[src/rtl/proc_pkg.sv]
// Shared definitions for the boot loader and the HD-side helpers:
// write-port control codes, loader state encodings and memory depth.
package proc_pkg;

   localparam logic [2:0]  CTRL_SEM_ESCRITA = 3'b000;
   localparam logic [2:0]  CTRL_ESCREVE     = 3'b001;
   localparam int unsigned MEM_DEPTH_PADRAO = 201;

   typedef enum logic [2:0] {
      EST_IDLE  = 3'd0,
      EST_CHECK = 3'd1,
      EST_REQ   = 3'd2,
      EST_WRITE = 3'd3,
      EST_FIM   = 3'd4,
      EST_ERRO  = 3'd5
   } estado_t;

endpackage

[src/rtl/contador_timeout.sv]
// Up-counting wait timer; estourou flags the TIMEOUT-th enabled cycle so the
// owner can abandon the wait on that same edge.
module contador_timeout #(
   parameter int unsigned TIMEOUT = 255
) (
   input  logic clock,
   input  logic reset,
   input  logic clear,
   input  logic enable,
   output logic estourou
);

   localparam int unsigned        LARGURA = $clog2(TIMEOUT + 1);
   localparam logic [LARGURA-1:0] LIMITE  = LARGURA'(TIMEOUT - 1);

   logic [LARGURA-1:0] cnt_q, cnt_d;

   assign estourou = enable && (cnt_q == LIMITE);

   // Saturates at the limit so a caller that keeps waiting sees a steady flag.
   always_comb begin
      cnt_d = cnt_q;
      if (clear) begin
         cnt_d = '0;
      end else if (enable && !estourou) begin
         cnt_d = cnt_q + LARGURA'(1);
      end
   end

   always_ff @(posedge clock or posedge reset) begin
      if (reset) begin
         cnt_q <= '0;
      end else begin
         cnt_q <= cnt_d;
      end
   end

endmodule

[src/rtl/carregador_instrucoes.sv]
// Boot-time loader: copies numWords words from the HD into instruction memory
// while stalling the CPU, then publishes the start PC.
//
//   state | meaning
//   IDLE  | waiting for start, parameters free to change
//   CHECK | range check of the latched block
//   REQ   | read request held until hdAck or timeout
//   WRITE | one-cycle write of the captured word
//   FIM   | load complete, done/pcInicial follow next cycle
//   ERRO  | range or timeout failure, erro follows next cycle
module carregador_instrucoes
   import proc_pkg::*;
#(
   parameter int unsigned MEM_DEPTH = MEM_DEPTH_PADRAO,
   parameter int unsigned TIMEOUT   = 255
) (
   input  logic        clock,
   input  logic        reset,
   input  logic        start,
   input  logic [31:0] hdBase,
   input  logic [31:0] memBase,
   input  logic [10:0] numWords,
   output logic        hdReq,
   output logic [31:0] hdAddr,
   input  logic        hdAck,
   input  logic [31:0] hdData,
   output logic [31:0] entradaDeInstrucao,
   output logic [31:0] posicaoParaSalvarInstrucao,
   output logic [2:0]  controleSalvaInstrucao,
   output logic        cpuHold,
   output logic        busy,
   output logic        done,
   output logic        erro,
   output logic [31:0] pcInicial
);

   estado_t     estado_q, estado_d;
   logic [31:0] hd_base_q, hd_base_d, mem_base_q, mem_base_d, dado_q, dado_d;
   logic [10:0] num_words_q, num_words_d, count_q, count_d;

   logic        hd_req_q, hd_req_d, busy_q, busy_d, done_q, done_d, erro_q, erro_d;
   logic [31:0] hd_addr_q, hd_addr_d, entrada_q, entrada_d, posicao_q, posicao_d;
   logic [31:0] pc_q, pc_d;
   logic [2:0]  ctrl_q, ctrl_d;

   logic        estourou;
   logic [32:0] soma_faixa;

   contador_timeout #(.TIMEOUT(TIMEOUT)) u_timeout (
      .clock    (clock),
      .reset    (reset),
      .clear    ((estado_q != EST_REQ) || hdAck),
      .enable   (estado_q == EST_REQ),
      .estourou (estourou)
   );

   assign soma_faixa = {1'b0, mem_base_q} + {22'd0, num_words_q};

   always_comb begin
      estado_d    = estado_q;
      hd_base_d   = hd_base_q;
      mem_base_d  = mem_base_q;
      num_words_d = num_words_q;
      count_d     = count_q;
      dado_d      = dado_q;
      hd_req_d    = 1'b0;
      hd_addr_d   = '0;
      entrada_d   = '0;
      posicao_d   = '0;
      ctrl_d      = CTRL_SEM_ESCRITA;
      // Completion flags trail FIM/ERRO by one cycle, landing with busy low.
      done_d      = (estado_q == EST_FIM);
      erro_d      = (estado_q == EST_ERRO);
      pc_d        = (estado_q == EST_FIM) ? mem_base_q : pc_q;

      unique case (estado_q)
         EST_IDLE: begin
            if (start) begin
               hd_base_d   = hdBase;
               mem_base_d  = memBase;
               num_words_d = numWords;
               count_d     = '0;
               estado_d    = EST_CHECK;
            end
         end
         EST_CHECK: begin
            if (num_words_q == '0) begin
               estado_d = EST_FIM;
            end else if (soma_faixa > 33'(MEM_DEPTH)) begin
               estado_d = EST_ERRO;
            end else begin
               estado_d = EST_REQ;
            end
         end
         EST_REQ: begin
            if (hdAck) begin
               dado_d   = hdData;
               estado_d = EST_WRITE;
            end else if (estourou) begin
               estado_d = EST_ERRO;
            end
         end
         EST_WRITE: begin
            count_d  = count_q + 11'd1;
            estado_d = ({1'b0, count_q} + 12'd1 == {1'b0, num_words_q}) ? EST_FIM : EST_REQ;
         end
         EST_FIM:  estado_d = EST_IDLE;
         EST_ERRO: estado_d = EST_IDLE;
         default:  estado_d = EST_IDLE;
      endcase

      busy_d = (estado_d != EST_IDLE);
      if (estado_d == EST_REQ) begin
         hd_req_d  = 1'b1;
         hd_addr_d = hd_base_q + 32'(count_d);
      end
      if (estado_d == EST_WRITE) begin
         ctrl_d    = CTRL_ESCREVE;
         posicao_d = mem_base_q + 32'(count_d);
         entrada_d = dado_d;
      end
   end

   always_ff @(posedge clock or posedge reset) begin
      if (reset) begin
         estado_q    <= EST_IDLE;
         hd_base_q   <= '0;
         mem_base_q  <= '0;
         num_words_q <= '0;
         count_q     <= '0;
         dado_q      <= '0;
         hd_req_q    <= 1'b0;
         hd_addr_q   <= '0;
         entrada_q   <= '0;
         posicao_q   <= '0;
         ctrl_q      <= CTRL_SEM_ESCRITA;
         busy_q      <= 1'b0;
         done_q      <= 1'b0;
         erro_q      <= 1'b0;
         pc_q        <= '0;
      end else begin
         estado_q    <= estado_d;
         hd_base_q   <= hd_base_d;
         mem_base_q  <= mem_base_d;
         num_words_q <= num_words_d;
         count_q     <= count_d;
         dado_q      <= dado_d;
         hd_req_q    <= hd_req_d;
         hd_addr_q   <= hd_addr_d;
         entrada_q   <= entrada_d;
         posicao_q   <= posicao_d;
         ctrl_q      <= ctrl_d;
         busy_q      <= busy_d;
         done_q      <= done_d;
         erro_q      <= erro_d;
         pc_q        <= pc_d;
      end
   end

   assign hdReq                      = hd_req_q;
   assign hdAddr                     = hd_addr_q;
   assign entradaDeInstrucao         = entrada_q;
   assign posicaoParaSalvarInstrucao = posicao_q;
   assign controleSalvaInstrucao     = ctrl_q;
   assign busy                       = busy_q;
   assign cpuHold                    = busy_q;
   assign done                       = done_q;
   assign erro                       = erro_q;
   assign pcInicial                  = pc_q;

endmodule
[config.mk]
export PLATFORM = sky130hd
export DESIGN_NAME = carregador_instrucoes
export DESIGN_NICKNAME = d
export VERILOG_FILES = /design/src/rtl/proc_pkg.sv /design/src/rtl/contador_timeout.sv /design/src/rtl/carregador_instrucoes.sv
export SDC_FILE = /design/constraint.sdc
export NUM_CORES = 1
export LEC_CHECK = 0
export CAP_MARGIN = 10
export CORE_MARGIN = 10
export CORE_UTILIZATION = 53
export CTS_BUF_LIST = sky130_fd_sc_hd__clkbuf_8
export CTS_CLUSTER_SIZE = 40
export DETAILED_ROUTE_END_ITERATION = 12
export PLACE_DENSITY = 0.88
export REMOVE_ABC_BUFFERS = 1
export SLEW_MARGIN = 20
export SYNTH_ARGS = -nofsm -noshare
export SYNTH_HDL_FRONTEND = slang
export SYNTH_SLANG_ARGS = --single-unit
[constraint.sdc]
create_clock -name clock -period 10.6 [get_ports clock]
set_input_delay 3.18 -clock clock [delete_from_list [all_inputs] [get_ports clock]]
set_output_delay 3.18 -clock clock [all_outputs]
set_load 0.02 [all_outputs]
==> results.yml, run 1 <==
run_status:
  status: "finished, final reports clean"
worst_hold_path:
  hp-class: "register to register"
  min_to: "pcInicial[22]$_DFFE_PP0P_"
  min_path_cells: 1
  hp-start: "pcInicial[22]$_DFFE_PP0P_"
layout:
  final_util_pct: 68.6
  area_growth_pct: 27.9
  drive_above_1_share_pct: 14.3
  antenna_cells: 0
  nFillCells: 1696
  fin_nets: 1530
synthesis:
  post-synth-top-count-cell: "dfrtp_1"
  ys_dominant_reg_cell: "dfrtp_1"
  synth-edff-count: 0
  synth_area_um2: 12100
  synth_top_cell_by_area: "dfrtp_1"
  async_flop_share_pct: 100
  synth_seq_cells: 230
  netlist_top_cells_area: "dfrtp_1 (48%), mux2_2 (9.3%), ha_1 (3.7%)"
  yosys.area.top_type_share_pct: 47.5
  syn_avg_cell_area_um2: 10.5
  synth_warnings: 0
  seq_area_frac_synth_pct: 47.5
  synthDistinctLibCells: 72
  synth_common_cells: "dfrtp_1 (230), mux2_2 (100), nor2_1 (77)"
  synthCells: 1158
pwr:
  power_density_nw_per_um2: 244
  p_leak_nw: 6.53
  ir_drop_mv: 0.191
  p_total_mw: 3.79
floorplan:
  dieArea_um2: 29300
  fp.dieW_um: 171
  die_h_um: 171
  start_util_pct: 53.7
  io_pins: 247
  rows: 55
  core-area_um2: 22600
detailed_routing:
  drt.antenna.violating_nets: 0
  wirelength_um: 36100
  vias: 10200
  via_per_inst: 6.03
  post-route-drc-count: 0
  wl_per_cell_um: 21.3
  drt_iter0_markers: 914
  first_pass_iters: 6
clocking:
  clk_pin_slew_ns: 0.06
  clockBufferDepth: 3
  numCtsBuffers: 40
  cts_resized: 0
  htreeDepth: 2
  cts.sinks: 230
  cts_hold_buf: 0
  root_buffer: "clkbuf_8"
  clk_latency_ns: 0.56
  cts_tree: "built"
  cts_setup_buffers: 0
timing:
  fin_ws_ns: 3.89
  max_freq_mhz: 149
  post-route-period-util_pct: 63.3
  finalSetupViolCount: 0
  post-route-min-period_ns: 6.71
  maxSlewHeadroom_pct: 28.9
  rsz0062_at_grt: "false"
  skew_ns: 0.0401
  tightest_slew_ns: 1.07
  hold_viol: 0
  drv_slew: 0
  holdWs_ns: 0.508
setup_path:
  rr_endpoint: "hdAddr[27]$_DFF_PP0_"
  crit_buf_inv: 2
  cp_data_required_time_ns: 11.05
  critical_path_arrival_ns: 7.16
  slowest_delay_ns: 0.58
  path_max_fanout: 11
  startpoint_type: "primary input"
  r2r_slack_ns: 6.18
  r2r_cells: 14
  timing.critical_path.cells: "clkdlybuf4s50_1 > nor4b_2 > nor2_1 > nand2_1 > o21ai_0 > ha_1 > inv_1 > fa_1 > nor2b_1 > o31a_1 > o211ai_1 > a31oi_1 > o21ai_0 > xnor2_1 > o211ai_1 > a21oi_1"
  worstSetupPathType: "primary input to register"
  r2r_start: "estado_q[0]$_DFF_PP0_"
  cpLargestDelayFamily: "compound AO/OA/AOI/OAI gates"
  critPathSlowestCell: "a31oi_1"
  end_kind: "register"
placement:
  io_buffers: 244
  pre_cts_ws_ns: 3.41
  dp_hpwl_um: 26000
  gp_congestion: 0.967
global_route:
  grt_pass1_wl_um: 56900
  grt_pass1_vias: 10300
  grt_start_max_net_pins: 83
  grt_overflow: 0
  track_usage_pct: 24.0
  antenna_found_initial: 0
flow_run:
  cap_violations: 0
-- layer usage --
layer / routed length (um) / vias up / track usage [%]
met4: 858 / 0 / 6.69
met2: 17200 / 457 / 39.6
met3: 3390 / 74 / 6.83
met5: 0 / - / 0
li1: - / 4655 / -
met1: 14600 / 5028 / 30.3
-- where the power goes --
group	leakage, nW	internal [mW]	switching, mW	total, mW
clock	0.473	0.464	0.365	0.829
combinational	3.08	0.735	0.802	1.54
sequential	2.98	1.10	0.323	1.42
total	6.53	2.30	1.49	3.79
-- per-stage QoR --
step                cells  setup TNS, ns  area, um2
floorplan            1083        -389.72      11800
global placement     1623              0      14700
detailed placement   1623              0      14700
CTS                  1695              0      15500
global route         1695              0      15500
finish               1695              0      15500
-- final cells by class --
cell class / instances / area [um2] / area share (%)
inverters: 30 / 120 / 0.775
multi-input cells: 823 / 5900 / 38.1
clock buffers: 52 / 716 / 4.62
flip-flops and latches: 230 / 5760 / 37.2
clock inverters: 20 / 114 / 0.735
repair buffers: 255 / 2520 / 16.3
well taps: 285 / 357 / 2.30
-- worst reg2reg max path: cells and delay by family, from the launching register on --
family / cells / cell delay (ns)
compound gates: 7 / 1.66
simple gates: 4 / 1.39
flops: 1 / 0.50
fa+ha+maj: 1 / 0.41
xor+xnor: 1 / 0.19
buf+inv: 1 / 0.18
-- kinds of logic after synthesis --
| family | synth area share, % |
|---|---|
| simple gates | 15.6 |
| compound gates | 13.8 |
| flops | 47.5 |
| buf+inv | 3.95 |
| mux | 9.71 |
| xor+xnor | 5.21 |
| fa+ha+maj | 4.21 |
| other cells | 0.0310 |
-- sequential cells by signal, indices dropped and copies added (netlist names) --
| name | cells |
|---|---|
| busy | 1 |
| controleSalvaInstrucao | 1 |
| count_q | 11 |
| done | 1 |
| entradaDeInstrucao | 32 |
| erro | 1 |
| estado_q | 3 |
| hdAddr | 32 |
| hdReq | 1 |
| hd_base_q | 32 |
| mem_base_q | 32 |
| num_words_q | 11 |
| pcInicial | 32 |
| posicaoParaSalvarInstrucao | 32 |
| u_timeout.cnt_q | 8 |
-- cells in the final DEF, fill, tap and decap left out, types with 8 or more instances in the layout --
master | netlist | routed
a211oi_1 | 16 | 16
a21o_1 | 8 | 8
a21oi_1 | 49 | 49
and3_1 | 46 | 46
and4_1 | 10 | 10
buf_4 | 7 | 11
clkbuf_8 | 0 | 52
clkdlybuf4s50_1 | 0 | 244
dfrtp_1 | 230 | 230
ha_1 | 36 | 36
inv_1 | 30 | 42
mux2_2 | 100 | 100
nand2_1 | 72 | 72
nand3_1 | 42 | 42
nand4_1 | 22 | 22
nor2_1 | 77 | 76
nor3_1 | 16 | 16
o211ai_1 | 33 | 33
o21a_1 | 8 | 8
o21ai_0 | 50 | 50
o31ai_1 | 11 | 11
or2_2 | 10 | 10
or3_1 | 15 | 15
xnor2_1 | 46 | 46
xor2_1 | 26 | 26
-- worst max-delay path by stage --
stage                     startpoint                                  endpoint  slack [ns]  cells after the start
after floorplan                start  posicaoParaSalvarInstrucao[29]$_DFF_PP0_       -4.37                     12
after global placement         start                      hdAddr[12]$_DFF_PP0_        3.52                     16
after detailed placement       start                      hdAddr[24]$_DFF_PP0_        3.41                     16
after CTS                      start                      hdAddr[24]$_DFF_PP0_        3.93                     16
after global routing           start                      hdAddr[24]$_DFF_PP0_        3.51                     16
final                          start                      hdAddr[16]$_DFF_PP0_        3.89                     16
(Power assumes the default switching activity.)
==> run 2: changes to the inputs <==
--- a/config.mk
+++ b/config.mk
@@ -7,11 +7,11 @@
 export LEC_CHECK = 0
 export CAP_MARGIN = 10
 export CORE_MARGIN = 10
-export CORE_UTILIZATION = 53
+export CORE_UTILIZATION = 48
 export CTS_BUF_LIST = sky130_fd_sc_hd__clkbuf_8
 export CTS_CLUSTER_SIZE = 40
 export DETAILED_ROUTE_END_ITERATION = 12
-export PLACE_DENSITY = 0.88
+export PLACE_DENSITY = 0.84
 export REMOVE_ABC_BUFFERS = 1
 export SLEW_MARGIN = 20
 export SYNTH_ARGS = -nofsm -noshare
==> constraint.sdc (replaced) <==
create_clock -name clock -period 5.9 [get_ports clock]
set_input_delay 1.77 -clock clock [delete_from_list [all_inputs] [get_ports clock]]
set_output_delay 1.77 -clock clock [all_outputs]
set_load 0.02 [all_outputs]
==> run 2 against run 1 <==
- global-route usage shrank 3.0 points
- critical endpoint is now posicaoParaSalvarInstrucao[16]$_DFF_PP0_
- register-to-register slack lost 4.5 ns
- first-iteration DRC count shrank 11%
- utilization shrank 6.3 points
- largest power group unchanged
- non-clock buffer count grew 2
- die area grew 9.2%
- clock-buffer cell count shrank 2
- setup slack lost 3.0 ns
- final area grew 0.72%
- sequential share of layout area shrank 0.27 points
- highest routed layer is now met5
==> results.yml, run 2 (synthesized netlist as in run 1, its figures left out) <==
detailed_routing:
  first_pass_iters: 7
  via_per_inst: 5.80
  post-route-drc-count: 0
  wl_met3_um: 3350
  wirelength_um: 34900
  vias: 10100
  drt_iter0_markers: 813
  drt.antenna.violating_nets: 0
  wl_per_cell_um: 20.1
  wl_met2_um: 16800
  highest_layer: "met5"
  met1_length_um: 14100
clocking:
  cts_tree: "built"
  htreeDepth: 2
  cts.sinks: 230
  cts_setup_buffers: 0
  clockBufferDepth: 3
  numCtsBuffers: 41
  cts_hold_buf: 0
  clk_latency_ns: 0.55
  cts_resized: 0
  root_buffer: "clkbuf_8"
  clk_pin_slew_ns: 0.06
floorplan:
  core-area_um2: 25000
  rows: 58
  io_pins: 247
  die_h_um: 179
  fp.dieW_um: 179
  start_util_pct: 48.4
  dieArea_um2: 32000
pwr:
  power_density_nw_per_um2: 438
  combPwrFrac_pct: 40.1
  seqPwrFrac_pct: 37.2
  p_sw_share_pct: 38.7
  ir_drop_mv: 0.328
  internal_power_mw: 4.19
  p_total_mw: 6.84
  p_sw_mw: 2.65
  clockPowerShare_pct: 22.7
  p_leak_nw: 6.55
worst_hold_path:
  hp-class: "register to register"
  hp-start: "pcInicial[31]$_DFFE_PP0P_"
global_route:
  grt_pass1_vias: 10000
  track_usage_pct: 21.0
  antenna_found_initial: 1
  grt_pass1_wl_um: 54500
  grt_overflow: 0
  grt_start_max_net_pins: 125
setup_path:
  crit_buf_inv: 2
  r2r_start: "estado_q[0]$_DFF_PP0_"
  slowest_delay_ns: 0.54
  critical_path_arrival_ns: 5.38
  startpoint: "start"
  end_kind: "register"
  worstSetupPathType: "primary input to register"
  r2r_cells: 14
  cpLargestDelayFamily: "compound AO/OA/AOI/OAI gates"
  critical_path_depth: 15
  timing.critical_path.cells: "clkdlybuf4s50_1 > nor4b_2 > nor2_1 > buf_4 > o21ai_0 > o31ai_1 > ha_1 > nor2b_1 > o21ai_0 > a21boi_0 > o311a_1 > o211ai_1 > a21oi_1 > xnor2_1 > nor2_1"
  rr_endpoint: "posicaoParaSalvarInstrucao[28]$_DFF_PP0_"
  crit_end: "posicaoParaSalvarInstrucao[16]$_DFF_PP0_"
  critPathSlowestCell: "o211ai_1"
  startpoint_type: "primary input"
  cp_data_required_time_ns: 6.30
  r2r_slack_ns: 1.68
  path_max_fanout: 10
timing:
  max_freq_mhz: 201
  post-route-min-period_ns: 4.97
  maxSlewHeadroom_pct: 30.6
  skew_ns: 0.0249
  finalSetupViolCount: 0
  hold_viol: 0
  rsz0062_at_grt: "false"
  tightest_slew_ns: 1.04
  post-route-period-util_pct: 84.3
  drv_slew: 0
  holdWs_ns: 0.504
layout:
  drive_above_1_share_pct: 14.8
  final_cell_mix: "clkdlybuf4s50_1 (244), dfrtp_1 (230), mux2_2 (100)"
  fin_nets: 1533
  final_common_cell: "clkdlybuf4s50_1"
  nFillCells: 1965
  area_growth_pct: 28.8
placement:
  dp_hpwl_um: 25300
  io_buffers: 244
  gp_congestion: 0.913
flow_run:
  cap_violations: 0
run_status:
  status: "finished, final reports clean"
run 2: changes by cell type in the layout (fill, tap and decap cells not counted), moves of 2 or more:
| cell | change |
|---|---|
| clkbuf_8 | -2 |
| buf_4 | +2 |
| inv_1 | -3 |
| clkinv_2 | +2 |
| bufinv_16 | +2 |
run 2: stage by stage:
step                      std cells  utilization, %  setup WS, ns  setup TNS (ns)  instance area [um2]
after floorplan                1083               -         -7.66        -1383.37                11800
after global placement         1670            58.8         0.553               0                14700
after detailed placement       1670            58.8         0.388               0                14700
after CTS                      1741            62.3         0.942               0                15600
after global routing           1741            62.3         0.633               0                15600
final                          1742            62.3         0.926               0                15600
run 2: metal layers:
| metal | vias up | GRT usage, % |
|---|---|---|
| met1 | 4968 | 26.8 |
| met4 | 2 | 5.65 |
| met3 | 51 | 5.43 |
| met2 | 420 | 34.7 |
| li1 | 4660 | - |
| met5 | - | 0 |
run 2: worst min path at each step:
| stage | slack (ns) | to | depth (start not counted) |
|---|---|---|---|
| 2_1_floorplan | 0.49 | hd_base_q[0]$_DFFE_PP0P_ | 1 |
| 3_3_place_gp | 0.49 | pcInicial[22]$_DFFE_PP0P_ | 1 |
| 3_5_place_dp | 0.50 | pcInicial[14]$_DFFE_PP0P_ | 1 |
| 4_1_cts | 0.51 | pcInicial[14]$_DFFE_PP0P_ | 1 |
| 5_1_grt | 0.53 | pcInicial[29]$_DFFE_PP0P_ | 1 |
| 6_report | 0.50 | pcInicial[31]$_DFFE_PP0P_ | 1 |
run 2: power by group through the flow:
stage	Sequential, mW	Combinational (mW)	Clock, mW
6_report	2.54	2.75	1.55
5_1_grt	2.60	3.00	1.66
4_1_cts	2.52	2.73	1.58
3_5_place_dp	2.55	2.71	0
3_3_place_gp	2.52	2.64	0
2_1_floorplan	2.50	1.85	0
run 2: final cells by class:
cell class / count / area [um2] / area share, %
clock buffers: 50 / 688 / 4.41
multi-input cells: 823 / 5910 / 37.9
inverters: 30 / 120 / 0.770
well taps: 330 / 413 / 2.65
diodes: 1 / 2.50 / 0.0160
repair buffers: 257 / 2540 / 16.3
clock inverters: 21 / 173 / 1.11
flip-flops and latches: 230 / 5760 / 36.9
